$ cat config.mk
export PLATFORM = sky130hd
export DESIGN_NAME = imem_loader_flat
export DESIGN_NICKNAME = d
export VERILOG_FILES = /design/src/rtl/imem_loader_pkg.sv /design/src/rtl/imem_loader_if.sv /design/src/rtl/imem_loader_byte_packer.sv /design/src/rtl/imem_loader.sv /design/src/flat_wrapper.sv
export SDC_FILE = /design/constraint.sdc
export NUM_CORES = 1
export LEC_CHECK = 0
export ABC_CLOCK_PERIOD_IN_PS = 3120
export CELL_PAD_IN_SITES_DETAIL_PLACEMENT = 0
export CELL_PAD_IN_SITES_GLOBAL_PLACEMENT = 1
export CORE_ASPECT_RATIO = 0.8
export CORE_UTILIZATION = 27
export CTS_CLUSTER_SIZE = 12
export DETAILED_ROUTE_END_ITERATION = 10
export PLACE_DENSITY_LB_ADDON = 0.1
export RECOVER_POWER = 100
export SYNTH_ARGS = -nofsm -noshare
export SYNTH_HDL_FRONTEND = slang
export SYNTH_SLANG_ARGS = --single-unit
$ cat constraint.sdc
create_clock -name CLK -period 3.12 [get_ports CLK]
set_input_delay 0.624 -clock CLK [delete_from_list [all_inputs] [get_ports CLK]]
set_output_delay 0.624 -clock CLK [all_outputs]
set_load 0.02 [all_outputs]
$ cat src/rtl/imem_loader_pkg.sv
// Shared definitions for the instruction-memory loader: FSM state codes,
// word geometry and the default header word-count limit.
package imem_loader_pkg;

    typedef logic [2:0] state_t;

    localparam state_t S_IDLE  = 3'd0;
    localparam state_t S_HDR   = 3'd1;
    localparam state_t S_DATA  = 3'd2;
    localparam state_t S_WRITE = 3'd3;
    localparam state_t S_CHK   = 3'd4;
    localparam state_t S_DONE  = 3'd5;
    localparam state_t S_ERR   = 3'd6;

    localparam int BYTES_PER_WORD = 4;
    localparam int DEF_MAX_WORDS  = 256;

    // A header is usable only when it announces at least one word and no more than the limit.
    function automatic logic count_ok(input logic [31:0] n, input logic [31:0] max_words);
        return (n != 32'd0) && (n <= max_words);
    endfunction

endpackage

$ cat src/rtl/imem_loader_if.sv
// Loader control, byte-stream and instruction-memory write signals bundled
// into one interface; the loader sits on the slave side.
interface imem_loader_if;

    logic        Start;
    logic [31:0] BaseAddr;
    logic [7:0]  RxData;
    logic        RxValid;
    logic        RxReady;
    logic [31:0] IMemAddr;
    logic [31:0] IMemWrData;
    logic        IMemWrEn;
    logic        ProcReset_L;
    logic        Busy;
    logic        Done;
    logic        Error;

    modport master (
        output Start, BaseAddr, RxData, RxValid,
        input  RxReady, IMemAddr, IMemWrData, IMemWrEn, ProcReset_L, Busy, Done, Error
    );

    modport slave (
        input  Start, BaseAddr, RxData, RxValid,
        output RxReady, IMemAddr, IMemWrData, IMemWrEn, ProcReset_L, Busy, Done, Error
    );

endinterface

$ cat src/rtl/imem_loader_byte_packer.sv
// byte_packer: gathers accepted bytes MSB-first into a 32-bit word and flags
// the accept that completes it; the completing byte is merged combinationally.
module byte_packer
    import imem_loader_pkg::*;
(
    input  logic        CLK,
    input  logic        Reset_L,
    input  logic        i_clear,
    input  logic        i_accept,
    input  logic [7:0]  i_byte,
    output logic [31:0] o_word,
    output logic        o_word_complete
);

    logic [23:0] r_shift;
    logic [1:0]  r_cnt;

    // Shift register and byte position; position survives stall cycles untouched.
    always_ff @(posedge CLK or negedge Reset_L) begin
        if (!Reset_L) begin
            r_shift <= 24'd0;
            r_cnt   <= 2'd0;
        end else if (i_clear) begin
            r_shift <= 24'd0;
            r_cnt   <= 2'd0;
        end else if (i_accept) begin
            r_shift <= {r_shift[15:0], i_byte};
            r_cnt   <= r_cnt + 2'd1;
        end else begin
            r_shift <= r_shift;
            r_cnt   <= r_cnt;
        end
    end

    assign o_word          = {r_shift, i_byte};
    assign o_word_complete = i_accept && (r_cnt == 2'(BYTES_PER_WORD - 1));

endmodule

$ cat src/rtl/imem_loader.sv
// imem_loader: receives a big-endian word count and instruction words over a
// byte channel and writes them to instruction memory, holding the processor in
// reset until a load succeeds. Define IMEM_LOADER_CHECKSUM_EN to require a
// trailing 32-bit checksum of the data words.
module imem_loader
    import imem_loader_pkg::*;
#(
    parameter int MAX_WORDS = DEF_MAX_WORDS
) (
    input  logic         CLK,
    input  logic         Reset_L,
    imem_loader_if.slave bus
);

    localparam int IDX_W = $clog2(MAX_WORDS + 1);

    state_t           r_state;
    state_t           w_next_state;
    logic [31:0]      r_base;
    logic [IDX_W-1:0] r_index;
    logic [IDX_W-1:0] r_count;
    logic             r_rx_ready;
    logic             r_wr_en;
    logic [31:0]      r_addr;
    logic [31:0]      r_wr_data;
    logic             r_proc_rst_n;
    logic             r_busy;
    logic             r_done;
    logic             r_error;
`ifdef IMEM_LOADER_CHECKSUM_EN
    logic [31:0]      r_sum;
`endif

    logic        w_start_ok;
    logic        w_accept;
    logic [31:0] w_word;
    logic        w_word_complete;
    logic        w_last;

    assign w_start_ok = bus.Start &&
                        ((r_state == S_IDLE) || (r_state == S_DONE) || (r_state == S_ERR));
    assign w_accept   = bus.RxValid && r_rx_ready;
    assign w_last     = ((r_index + IDX_W'(1)) == r_count);

    byte_packer u_packer (
        .CLK             (CLK),
        .Reset_L         (Reset_L),
        .i_clear         (w_start_ok),
        .i_accept        (w_accept),
        .i_byte          (bus.RxData),
        .o_word          (w_word),
        .o_word_complete (w_word_complete)
    );

    // Next-state decode.
    always_comb begin
        w_next_state = r_state;
        case (r_state)
            S_IDLE, S_DONE, S_ERR: begin
                if (w_start_ok) w_next_state = S_HDR;
                else            w_next_state = r_state;
            end
            S_HDR: begin
                if (w_word_complete) w_next_state = count_ok(w_word, 32'(MAX_WORDS)) ? S_DATA : S_ERR;
                else                 w_next_state = S_HDR;
            end
            S_DATA: begin
                if (w_word_complete) w_next_state = S_WRITE;
                else                 w_next_state = S_DATA;
            end
            S_WRITE: begin
`ifdef IMEM_LOADER_CHECKSUM_EN
                if (w_last) w_next_state = S_CHK;
`else
                if (w_last) w_next_state = S_DONE;
`endif
                else        w_next_state = S_DATA;
            end
`ifdef IMEM_LOADER_CHECKSUM_EN
            S_CHK: begin
                if (w_word_complete) w_next_state = (w_word == r_sum) ? S_DONE : S_ERR;
                else                 w_next_state = S_CHK;
            end
`endif
            default: w_next_state = S_IDLE;
        endcase
    end

    // State and status outputs, registered from the next state so they line up with it.
    always_ff @(posedge CLK or negedge Reset_L) begin
        if (!Reset_L) begin
            r_state      <= S_IDLE;
            r_rx_ready   <= 1'b0;
            r_wr_en      <= 1'b0;
            r_busy       <= 1'b0;
            r_done       <= 1'b0;
            r_error      <= 1'b0;
            r_proc_rst_n <= 1'b0;
        end else begin
            r_state      <= w_next_state;
            r_rx_ready   <= (w_next_state == S_HDR) || (w_next_state == S_DATA) || (w_next_state == S_CHK);
            r_wr_en      <= (w_next_state == S_WRITE);
            r_busy       <= (w_next_state == S_HDR) || (w_next_state == S_DATA) ||
                            (w_next_state == S_WRITE) || (w_next_state == S_CHK);
            r_done       <= (w_next_state == S_DONE);
            r_error      <= (w_next_state == S_ERR);
            r_proc_rst_n <= (w_next_state == S_DONE);
        end
    end

    // Load context and write port; address and data hold between write strobes.
    always_ff @(posedge CLK or negedge Reset_L) begin
        if (!Reset_L) begin
            r_base    <= 32'd0;
            r_index   <= '0;
            r_count   <= '0;
            r_addr    <= 32'd0;
            r_wr_data <= 32'd0;
`ifdef IMEM_LOADER_CHECKSUM_EN
            r_sum     <= 32'd0;
`endif
        end else if (w_start_ok) begin
            r_base  <= bus.BaseAddr & 32'hFFFF_FFFC;
            r_index <= '0;
            r_count <= '0;
`ifdef IMEM_LOADER_CHECKSUM_EN
            r_sum   <= 32'd0;
`endif
        end else if ((r_state == S_HDR) && w_word_complete) begin
            r_count <= w_word[IDX_W-1:0];
        end else if ((r_state == S_DATA) && w_word_complete) begin
            r_addr    <= r_base + (32'(r_index) << 2);
            r_wr_data <= w_word;
`ifdef IMEM_LOADER_CHECKSUM_EN
            r_sum     <= r_sum + w_word;
`endif
        end else if (r_state == S_WRITE) begin
            r_index <= r_index + IDX_W'(1);
        end
    end

    assign bus.RxReady     = r_rx_ready;
    assign bus.IMemAddr    = r_addr;
    assign bus.IMemWrData  = r_wr_data;
    assign bus.IMemWrEn    = r_wr_en;
    assign bus.ProcReset_L = r_proc_rst_n;
    assign bus.Busy        = r_busy;
    assign bus.Done        = r_done;
    assign bus.Error       = r_error;

endmodule

$ cat src/flat_wrapper.sv
// flat-port wrapper written by rule: the top's interface ports become plain ports
module imem_loader_flat import imem_loader_pkg::*;
#(
    parameter int MAX_WORDS = DEF_MAX_WORDS
)
  (CLK, Reset_L, bus_Start, bus_BaseAddr, bus_RxData, bus_RxValid, bus_RxReady, bus_IMemAddr, bus_IMemWrData, bus_IMemWrEn, bus_ProcReset_L, bus_Busy, bus_Done, bus_Error);
  imem_loader_if bus_i ();
  input  logic CLK;
  input  logic Reset_L;
  input wire logic [$bits(bus_i.Start)-1:0] bus_Start;
  input wire logic [$bits(bus_i.BaseAddr)-1:0] bus_BaseAddr;
  input wire logic [$bits(bus_i.RxData)-1:0] bus_RxData;
  input wire logic [$bits(bus_i.RxValid)-1:0] bus_RxValid;
  output wire logic [$bits(bus_i.RxReady)-1:0] bus_RxReady;
  output wire logic [$bits(bus_i.IMemAddr)-1:0] bus_IMemAddr;
  output wire logic [$bits(bus_i.IMemWrData)-1:0] bus_IMemWrData;
  output wire logic [$bits(bus_i.IMemWrEn)-1:0] bus_IMemWrEn;
  output wire logic [$bits(bus_i.ProcReset_L)-1:0] bus_ProcReset_L;
  output wire logic [$bits(bus_i.Busy)-1:0] bus_Busy;
  output wire logic [$bits(bus_i.Done)-1:0] bus_Done;
  output wire logic [$bits(bus_i.Error)-1:0] bus_Error;
  assign bus_i.Start = bus_Start;
  assign bus_i.BaseAddr = bus_BaseAddr;
  assign bus_i.RxData = bus_RxData;
  assign bus_i.RxValid = bus_RxValid;
  assign bus_RxReady = bus_i.RxReady;
  assign bus_IMemAddr = bus_i.IMemAddr;
  assign bus_IMemWrData = bus_i.IMemWrData;
  assign bus_IMemWrEn = bus_i.IMemWrEn;
  assign bus_ProcReset_L = bus_i.ProcReset_L;
  assign bus_Busy = bus_i.Busy;
  assign bus_Done = bus_i.Done;
  assign bus_Error = bus_i.Error;
  imem_loader #(.MAX_WORDS(MAX_WORDS)) u_core (.CLK(CLK), .Reset_L(Reset_L), .bus(bus_i));
endmodule
; Word level (Yosys, flattened, before mapping)
; Index checks and enable logic that the tools add are counted.
[word_totals]
elab_cells = 70
regBits = 146
[classes]
reduce_logical = 20
order_cmp = 1
n_addsub = 3
n_eq_ne = 15
muxes = 16
bitwise = 2
[op_table]
columns = operator, n
row1 = two-way mux 9 bit, 6
row2 = two-way mux 24 bit, 2
row3 = adder 32 x 11 -> 32 bit, 1
row4 = <= comparator 32 x 9 -> 1 bit (second input constant), 1
row5 = nonzero test 32 bit, 1
row6 = == test 3 bit (second input constant), 5
row7 = == test 3 x 2 -> 1 bit (second input constant), 4
row8 = two-way mux 3 bit, 4
row9 = case mux 3 bit (4 select lines), 1
row10 = adder 9 x 1 -> 9 bit (second input constant), 1
row11 = == test 9 bit, 1
row12 = == test 3 x 1 -> 1 bit (second input constant), 2
row13 = logical AND 1 bit, 6
row14 = logical OR 1 bit, 6
row15 = AND reduction 3 bit, 2
row16 = nonzero test 2 bit, 3
row17 = two-way mux 2 bit, 2
row18 = != test 2 bit (second input constant), 2
row19 = logical NOT 3 bit, 1
row20 = OR reduction 3 bit, 1
row21 = adder 2 x 1 -> 2 bit (second input constant), 1
row22 = == test 2 bit (second input constant), 1
row23 = inverter 1 bit, 2
row24 = two-way mux 1 bit, 1

; Logic depth before layout (Yosys ltp)
; Gate-level depths: netlist of the first run.
[logic_depth]
word_depth = 10
ltp_mapped = 11
mapped_depth_nobuf = 10

; Cells and area by module
; From an unflattened synthesis of the first run, not the netlist that was laid out.
[unflattened]
cells_unflattened = 754
hier_area_um2 = 6969.2
[modules_own_cells]
columns = mod, cells_per_inst, area_each_um2, instances
row1 = imem_loader, 660, 5815.6, 1
row2 = byte_packer, 94, 1153.6, 1

; Least setup slack after synthesis of the first run
; Ideal clock, no wire load.
[synth_timing]
path_type = reg-to-reg
start = register u_core.r_index[0]
end = register u_core.r_addr[22] (netlist: u_core.bus.IMemAddr[22])
required_ns = 2.987
synth_period_minus_slack_ns = 2.496
n_path_buf = 1
arrival_time_ns = 2.363
path_stages_with_launch = 12
setup_slack_ns = 0.624
cell_sequence = dfrtp_1 -> ha_1 -> inv_1 -> fa_1 -> nor2b_1 -> o31a_1 -> or4_1 -> a31o_2 -> clkbuf_1 -> nand4_1 -> xor2_1 -> o21ai_0
[synth_between]
elab_chain_len = 1
[synth_lines]
columns = item, line_no
row1 = "start, declared", imem_loader.sv:20  ; logic [IDX_W-1:0] r_index;
row2 = "start signal, assigned", imem_loader.sv:138  ; r_index <= r_index + IDX_W'(1);
row3 = adder 32 x 11 -> 32 bit, imem_loader.sv:132  ; r_addr <= r_base + (32'(r_index) << 2);
row4 = "end signal, assigned", imem_loader.sv:132
row5 = "end, declared", imem_loader.sv:24  ; logic [31:0] r_addr;
; No other way between the ends.
; A chain may end at the register's enable or synchronous reset.

; Worst setup path after layout of the first run
; Same ends and word-level chain as after synthesis.

==> impl_summary.md, run 1 <==
Global routing
The maximum number of pins on one net before global-route repair is about 60. In the global route stage, overall resource usage came out at 0.152. The number of antenna violations at the first check in global routing is 0.

The total global routing overflow is 0. The first global-routing pass estimated about 29000 um of wire. The number of global-route vias before repair is slightly above 5000.

Timing
The final max-slew violation count is 0. Across the routed clock network, the largest skew measured is 0.0154 ns. The smallest hold slack is around 0.47 ns. The highest clock frequency the design can meet is 351 MHz. The worst slew slack as a fraction of its limit is 0.0618. Setup repair after global routing left no endpoint under its margin. The pin slew with the least headroom to its limit is roughly 1.4 ns. The final setup slack of the worst path is between 0.2 and 0.3 ns.

The final total negative setup slack is 0 ns. In the finished design, the share of the clock period the worst path needs comes to 0.913. The worst path in the final design needs a cycle of 2.85 ns, including I/O delays and setup. Setup violations remaining at the end of the flow were counted as 0. The number of endpoints with negative hold slack in the final report was 0.

Synth
The largest area contributor in the netlist is sky130_fd_sc_hd__dfrtp_1. During synthesis, Yosys emitted a total of 0 warnings. The synthesized design contains 0 enable-type register cells. The portion of synthesized cell area occupied by the leading cell type is 0.542.

A synthesized cell averages 9.82 sq um. Of the synthesized area, sequential elements account for 0.542. In this run, distinct cell masters in the synthesized netlist total 50. The synthesized design contains ~140 register bits. For this run, the leading register cell type out of synthesis is sky130_fd_sc_hd__dfrtp_1. In the post-synthesis netlist, the biggest area contributors are sky130_fd_sc_hd__dfrtp_1 (54%), sky130_fd_sc_hd__nand2_1 (11%), sky130_fd_sc_hd__mux2_2 (4.7%). The commonest cells after synthesis are sky130_fd_sc_hd__nand2_1 (199), sky130_fd_sc_hd__dfrtp_1 (144), sky130_fd_sc_hd__o21ai_0 (40), sky130_fd_sc_hd__a21oi_1 (33). Counting flops with an async set or reset pin after synthesis yields a share of 1.00. The most frequent cell after synthesis is sky130_fd_sc_hd__nand2_1. After technology mapping, the gate count stands at a little under 700.

In this run the cell area of the synthesized design comes to 6650 sq um.

Detailed routing
After detailed routing, the total wire length is roughly 18000 um. The per-cell routed wire length is 16.2 um. The detailed-route via count is between 5000 and 6000. In the routed design, unresolved DRC markers number 0. Once detail routing completed, the nets flagged for antenna violations numbered 0. The wire length on met2 is roughly 7500 um. The routed design uses between 700 and 800 um of met3 wire.

The uppermost metal layer occupied by signal nets is met4. In the routed layout, each cell is associated on average with a via count of between 4 and 5. The number of violations reported at the end of detailed-routing iteration 0 is between 300 and 400.

The detailed-route wire length on metal 1 is 9690 um. For this run, the detailed router's first-pass iteration total came to 4.

Pwr
The power density of the placed cells is about 900 nW/um^2. Across the VDD grid, the largest voltage drop is ~0.00037 V. The static leakage is 0.00403 uW.

Placed design
During placement, the flow inserted port buffers numbering 109. At the placement stage, the worst setup path has a slack of approximately 0.00025 ns. Summed over all nets, the half-perimeter wirelength after detailed placement is around 13000 um. The placer congestion estimate is between 0.7 and 0.8.

Cells and area
The number of inserted diodes is 0. The growth of design area from synthesis to finish is 30.7%. After filler insertion, the fill cell instance count of the layout stands at 2413. Of the cells placed in the final design, the portion with a size suffix greater than 1 is 0.108. After the last flow step, the layout net total stands at roughly 840.

Worst setup path
The worst reg-to-reg path cell count is 10. The worst flop-to-flop path endpoint is u_core.bus.IMemAddr[22]. The critical path capture point type is a flop.

The critical path is of the flop to flop type. The worst setup path startpoint is u_core.r_index[0]. The data arrival time of the critical path is roughly 3.2 ns. The worst path required time is 3.43 ns. For flop-to-flop paths, the worst setup slack is roughly 0.27 ns. The maximum fanout along the worst path is 10. The startpoint class of the critical path is a flop. The start of the worst register-to-register path is u_core.r_index[0].

Clock tree
The number of clock sinks is ~140. The number of gates resized after CTS was 0. TritonCTS built the clock tree.

Hold repair after CTS inserted 0 buffers. The CTS buffer count is 17. The clock-pin slew on the worst setup and hold paths is 0.07 ns. The clock latency reported for the late side of the worst-skew pair is between 0.4 and 0.5 ns. The root buffer cell is sky130_fd_sc_hd__clkbuf_16. The H-tree generated during clock tree synthesis spans 4 levels.

No sink is reached through more buffers than the 2 on the longest clock path. The post-CTS setup-driven buffer insertion count is 0.

Min path
In this run the most critical hold path is launched from u_core.bus.IMemWrData[0]. The worst hold path belongs to the class flop to flop. The hold path depth is 2. The worst hold path terminates at u_core.bus.IMemWrData[0].

Die
The x dimension of the die is about 180 um. The initial cell density of the core is 0.280. The floorplan die area is 25200 sq um. Pin placement for this block handled approximately 110 I/O pins. The total area inside the core boundary comes to approximately 24000 sq um.

The number of rows created at floorplan is 50. The y dimension of the die is about 140 um.

Outcome
The flow ran to the end, and the final reports show no timing, DRC or antenna violations.

Job
The number of violations of the max-capacitance limit is 0.
final cells by class:
cell class                      count  area [sq um]  area share
Inverter                            6          22.5     0.00259
Timing Repair Buffer              127          1250       0.144
Clock inverter                     13           115      0.0133
Clock buffer                       19           443      0.0510
Sequential cell                   144          3600       0.415
Multi-Input combinational cell    490          2860       0.329
Tap cell                          312           390      0.0450
placed cells by master (no fill, tap or decap), types with 5 or more instances in the layout:
master / count
sky130_fd_sc_hd__clkbuf_16: 17
sky130_fd_sc_hd__xor2_1: 24
sky130_fd_sc_hd__a21o_1: 5
sky130_fd_sc_hd__clkdlybuf4s50_1: 38
sky130_fd_sc_hd__dfrtp_1: 144
sky130_fd_sc_hd__xnor2_1: 16
sky130_fd_sc_hd__nor4_1: 9
sky130_fd_sc_hd__dlygate4sd3_1: 70
sky130_fd_sc_hd__buf_4: 10
sky130_fd_sc_hd__nor2_1: 25
sky130_fd_sc_hd__nand3_1: 9
sky130_fd_sc_hd__inv_1: 6
sky130_fd_sc_hd__mux2_2: 28
sky130_fd_sc_hd__o31ai_1: 5
sky130_fd_sc_hd__mux2i_1: 9
sky130_fd_sc_hd__nor2b_1: 9
sky130_fd_sc_hd__a21oi_1: 33
sky130_fd_sc_hd__nand4_1: 5
sky130_fd_sc_hd__inv_6: 7
sky130_fd_sc_hd__ha_1: 11
sky130_fd_sc_hd__o21ai_0: 40
sky130_fd_sc_hd__nand2_1: 199
power breakdown:
part	switching (uW)	leakage, uW	total (uW)	internal [uW]
clock network	897	0.000266	1960	1070
logic	1330	0.00186	2490	1160
registers	643	0.00190	3190	2550
total	2870	0.00403	7650	4780
sequential cells by signal, indices dropped and copies added (netlist names):
signal                   cells
u_core.r_count               9
u_core.u_packer.r_shift     24
u_core.bus.RxReady           1
u_core.bus.Error             1
u_core.r_base               30
u_core.bus.IMemWrEn          1
u_core.r_index               9
u_core.bus.IMemWrData       32
u_core.bus.ProcReset_L       1
u_core.bus.IMemAddr         30
u_core.u_packer.r_cnt        2
u_core.r_state               3
u_core.bus.Busy              1
worst max-delay path, stage by stage, from the launching register on:
cell and delay, ns:
sky130_fd_sc_hd__dfrtp_1 0.48, sky130_fd_sc_hd__ha_1 0.26, sky130_fd_sc_hd__inv_1 0.07, sky130_fd_sc_hd__fa_1 0.25
sky130_fd_sc_hd__nor2b_1 0.08, sky130_fd_sc_hd__o31a_1 0.27, sky130_fd_sc_hd__or4_1 0.45, sky130_fd_sc_hd__a31o_1 0.42
sky130_fd_sc_hd__nand4_1 0.20, sky130_fd_sc_hd__xor2_1 0.17, sky130_fd_sc_hd__o21ai_0 0.09
worst max path at each step:
stage | slack [ns] | end
after CTS | 0.37 | u_core.bus.IMemAddr[30]
after global placement | 0.02 | u_core.bus.RxReady
after detailed placement | 0.0002 | u_core.bus.RxReady
final | 0.27 | u_core.bus.IMemAddr[22]
after floorplan | 0.62 | u_core.bus.IMemAddr[22]
after global routing | 0.09 | u_core.bus.IMemAddr[22]
routing by layer:
metal,up-vias,GRT usage
met5,-,0
met4,0,0.0495
met3,14,0.0310
met2,116,0.207
met1,2534,0.235
li1,2519,-
logic make-up after synthesis:
logic type      Yosys count  synth area share
xor+xnor                 40            0.0527
mux                      37            0.0610
other cells               1          0.000564
simple gates            290             0.195
buf+inv                  44            0.0279
flops                   144             0.542
fa+ha+maj                12            0.0237
compound gates          109            0.0968
through the flow:
stage,total power [uW],utilization,std cells,cell area [sq um]
3_5_place_dp,5890,0.344,1079,8170
3_3_place_gp,5850,0.344,1079,8170
6_report,7650,0.365,1111,8680
4_1_cts,7910,0.367,1111,8730
5_1_grt,8190,0.365,1111,8680
2_1_floorplan,4690,-,678,6650
Power figures use the tool's default switching activity.
==> run 2: changes to the inputs <==
--- a/config.mk
+++ b/config.mk
@@ -14,6 +14,7 @@
 export DETAILED_ROUTE_END_ITERATION = 10
 export PLACE_DENSITY_LB_ADDON = 0.1
 export RECOVER_POWER = 100
+export SETUP_SLACK_MARGIN = 0.05
 export SYNTH_ARGS = -nofsm -noshare
 export SYNTH_HDL_FRONTEND = slang
 export SYNTH_SLANG_ARGS = --single-unit
==> results of run 2 <==
No change in the layout: final DEF, timing and power equal those of run 1.
==> run 3: changes to the inputs <==
--- a/config.mk
+++ b/config.mk
@@ -6,13 +6,14 @@
 export NUM_CORES = 1
 export LEC_CHECK = 0
 export ABC_CLOCK_PERIOD_IN_PS = 3120
+export CAP_MARGIN = 10
 export CELL_PAD_IN_SITES_DETAIL_PLACEMENT = 0
 export CELL_PAD_IN_SITES_GLOBAL_PLACEMENT = 1
 export CORE_ASPECT_RATIO = 0.8
 export CORE_UTILIZATION = 27
 export CTS_CLUSTER_SIZE = 12
 export DETAILED_ROUTE_END_ITERATION = 10
-export PLACE_DENSITY_LB_ADDON = 0.1
+export PLACE_DENSITY = 0.65
 export RECOVER_POWER = 100
 export SETUP_SLACK_MARGIN = 0.05
 export SYNTH_ARGS = -nofsm -noshare
==> run 3 against run 2 <==
  * The run now ends with capacitance limit, slew limit left
  * Via count is 3.2% lower
  * Setup slack better by 0.073 ns
  * Global-route usage is 1.2 points lower
  * Routed wire length is 8.1% lower
  * Sequential share of layout area is 0.12 points higher
  * Design area is 0.29% lower
  * Clock-buffer cell count is 1 lower
  * Fmax is 2.6% higher
  * Final cell count stayed put
  * First-iteration DRC count is 30% lower
  * Sequential cell count stayed put
  * Clock skew hardly changed
==> impl_summary.md, run 3 (synthesized netlist as in run 1, its figures left out) <==
Detailed routing
The final routed wirelength across all metal layers is 16600 um (was 18000 um). The routed via count divided by cell count is 4.52 (was 4.67). The detailed-route via count is 5017 (was 5183).

The number of iterations in the first detailed-routing pass is 4 (unchanged). The per-cell routed wire length is 14.9 um (was 16.2 um). The number of remaining DRC errors is 0 (unchanged). The remaining antenna violation count after routing is 0 (unchanged). The number of violations reported at the end of detailed-routing iteration 0 is 215 (was 309).

Timing
The post-route clock skew is 0.0153 ns (was 0.0154 ns). The post-route minimum period came to 2.78 ns (was 2.85 ns). The final max-slew violation count is 69 (was 0). The number of setup violations in the final report is 0 (unchanged). The worst slew slack as a fraction of its limit was -0.190 (was 0.0618). The portion of the clock cycle consumed by the worst path in the final layout came to 0.890 (was 0.913). The pin slew with the least headroom to its limit is 1.79 ns (was 1.41 ns).

The number of endpoints with negative hold slack in the final report was 0 (unchanged). Unrepaired setup endpoints after global routing: no (unchanged). The final total negative setup slack is 0 ns (unchanged). The highest clock frequency the design can meet was 360 MHz (was 351 MHz).

Worst setup path
The worst path required time is 3.39 ns (was 3.43 ns). The maximum fanout along the worst path was 10 (unchanged). The setup slack of the worst register-to-register path came to 0.34 ns (was 0.27 ns). The kind of cell with the highest combined delay on the critical path is compound AO/OA/AOI/OAI gates (unchanged). The worst flop-to-flop path endpoint is u_core.bus.IMemAddr[22] (unchanged). The startpoint class of the critical path is a flop (unchanged). The count of buffer and inverter cells on the critical path is 1 (unchanged). The worst reg-to-reg path cell count is 10 (unchanged). The critical path capture point type is a flop (unchanged).

The start of the worst register-to-register path is u_core.r_index[0] (unchanged). The longest individual stage delay on the worst path is 0.47 ns (was 0.48 ns). The kind of critical path is flop to flop (unchanged). The data arrival time of the critical path is 3.05 ns (was 3.16 ns).

Chain of cells forming the critical path: ha_1 > inv_1 > fa_1 > nor2b_1 > o31a_1 > or4_1 > a31o_2 > nand4_1 > xor2_1 > o21ai_0 (was ha_1 > inv_1 > fa_1 > nor2b_1 > o31a_1 > or4_1 > a31o_1 > nand4_1 > xor2_1 > o21ai_0). The master of the slowest instance on the critical path is sky130_fd_sc_hd__dfrtp_1 (unchanged).

Clock tree
The CTS buffer count is 17 (unchanged). The maximum clock path buffer count came to 2 (unchanged). The root buffer cell was sky130_fd_sc_hd__clkbuf_16 (unchanged).

The TritonCTS clock tree is done (unchanged). The number of levels in the clock H-tree was 4 (unchanged). The clock latency reported for the late side of the worst-skew pair came to 0.42 ns (was 0.43 ns). The number of buffers added to fix hold violations after cts is 0 (unchanged). The post-CTS setup-driven buffer insertion count was 0 (unchanged). The number of gates resized after CTS is 0 (unchanged). The clock-pin slew on the worst setup and hold paths was 0.07 ns (about the same). The number of clock sinks is 144 (unchanged).

Cells and area
The fill cell total of the finished layout came to 2449 (was 2413). Most frequent cells in the layout: sky130_fd_sc_hd__nand2_1 (199), sky130_fd_sc_hd__dfrtp_1 (144), sky130_fd_sc_hd__dlygate4sd3_1 (69), sky130_fd_sc_hd__o21ai_0 (40), sky130_fd_sc_hd__clkdlybuf4s50_1 (39) (was sky130_fd_sc_hd__nand2_1 (199), sky130_fd_sc_hd__dfrtp_1 (144), sky130_fd_sc_hd__dlygate4sd3_1 (70), sky130_fd_sc_hd__o21ai_0 (40), sky130_fd_sc_hd__clkdlybuf4s50_1 (38)). The number of inserted diodes was 0 (unchanged). The number of flip-flops in the largest register is 32 (unchanged). The most frequent standard cell in the layout excluding fill and tap cells is sky130_fd_sc_hd__nand2_1 (unchanged). The share of final-layout standard cells stronger than drive strength 1 came to 0.101 (was 0.108). The growth of design area from synthesis to finish was 30.3% (was 30.7%). The layout net count came to 842 (unchanged).

Die
The top-level I/O count is 114 (unchanged). The floorplan die area came to 25200 sq um (unchanged). The initial cell density of the core is 0.280 (unchanged). The y dimension of the die came to 142 um (unchanged). The x dimension of the die is 177 um (unchanged). The number of rows created at floorplan is 50 (unchanged). The core region area is 23800 sq um (unchanged).

Placed design
The placer congestion estimate is 0.749 (was 0.788). The sum of net half-perimeters after detailed placement is 11700 um (was 12600 um). The count of buffers inserted at the top-level ports is 109 (unchanged).

Pwr
The worst vdd rail ir drop was 0.000312 V (was 0.000369 V). The final total power was 7610 uW (was 7650 uW). The switching power as a share of total power is 0.370 (was 0.375). The internal cell power was 4800 uW (was 4780 uW). The net switching power of the design is 2810 uW (was 2870 uW).

The combinational fraction of design power is 0.326 (about the same). The part of the power in the clock network is 0.261 (was 0.257). The power density of the placed cells was 879 nW/um^2 (was 881 nW/um^2). The part of the total power dissipated in sequential elements is 0.413 (was 0.417). The static leakage is 0.00400 uW (was 0.00403 uW).

Min path
The worst hold-check path type is flop to flop (unchanged). The capture endpoint of the worst hold path is u_core.bus.IMemWrData[24] (was u_core.bus.IMemWrData[0]). The hold path depth was 2 (unchanged). The worst min-delay path startpoint is u_core.bus.IMemWrData[24] (was u_core.bus.IMemWrData[0]).

Global routing
The number of antenna violations at the first check in global routing is 0 (unchanged). The combined global-route utilization of all metal layers is 0.141 (was 0.152). The first-pass GRT wire length is 27400 um (was 29300 um).

The maximum number of pins on one net before global-route repair was 70 (was 59). The number of global-route vias before repair is 4924 (was 5129). The total global routing overflow came to 0 (unchanged).

Outcome
The final reports fail on capacitance limit, slew limit. Status: finished with violations (was completed).

Job
The number of violations of the max-capacitance limit came to 1 (was 0).
==> run 3: layout make-up <==
type | count | area, sq um | area share
well taps | 312 | 390 | 0.0451
multi-input cells | 490 | 2850 | 0.330
repair buffers | 127 | 1210 | 0.140
flip-flops and latches | 144 | 3600 | 0.416
clock buffers | 18 | 439 | 0.0507
clock inverters | 14 | 133 | 0.0153
inverters | 6 | 22.5 | 0.00260
==> run 3: power groups by stage <==
stage	Sequential (uW)	Clock (uW)	Combinational, uW
floorplan	3330	0	1360
global placement	3190	0	2610
detailed placement	3190	0	2630
CTS	3170	2050	2640
global route	3260	2120	2760
finish	3140	1990	2480
==> run 3: per-stage QoR <==
step | worst slack (ns) | utilization | hold WS [ns] | cell area, sq um | instances
finish | 0.343 | 0.364 | 0.467 | 8660 | 1111
floorplan | 0.624 | - | 0.328 | 6650 | 678
detailed placement | 0.196 | 0.343 | 0.462 | 8150 | 1079
global placement | 0.215 | 0.343 | 0.461 | 8150 | 1079
global route | 0.159 | 0.364 | 0.498 | 8660 | 1111
CTS | 0.357 | 0.367 | 0.218 | 8720 | 1111
==> run 3: metal layers <==
metal / vias up / share of wire / GRT usage
met3: 9 / 0.032 / 0.0240
li1: 2520 / - / -
met2: 84 / 0.44 / 0.200
met5: - / 0 / 0
met4: 0 / 0.0068 / 0.0486
met1: 2404 / 0.53 / 0.212
==> run 3: worst max-delay path by stage <==
stage | start | endpoint | slack, ns | depth (start not counted)
2_1_floorplan | u_core.r_index[0] | u_core.bus.IMemAddr[22] | 0.62 | 11
3_3_place_gp | bus_RxData[0] | u_core.bus.RxReady | 0.22 | 7
3_5_place_dp | bus_RxData[0] | u_core.bus.RxReady | 0.20 | 7
4_1_cts | u_core.r_index[0] | u_core.bus.IMemAddr[22] | 0.36 | 10
5_1_grt | u_core.r_index[0] | u_core.bus.IMemAddr[22] | 0.16 | 10
6_report | u_core.r_index[0] | u_core.bus.IMemAddr[22] | 0.34 | 10
==> run 3: worst min-delay path, stage by stage, from the launching register on <==
cell and delay (ns):
sky130_fd_sc_hd__dfrtp_1 0.34, sky130_fd_sc_hd__nand2_1 0.05, sky130_fd_sc_hd__nand2_1 0.05
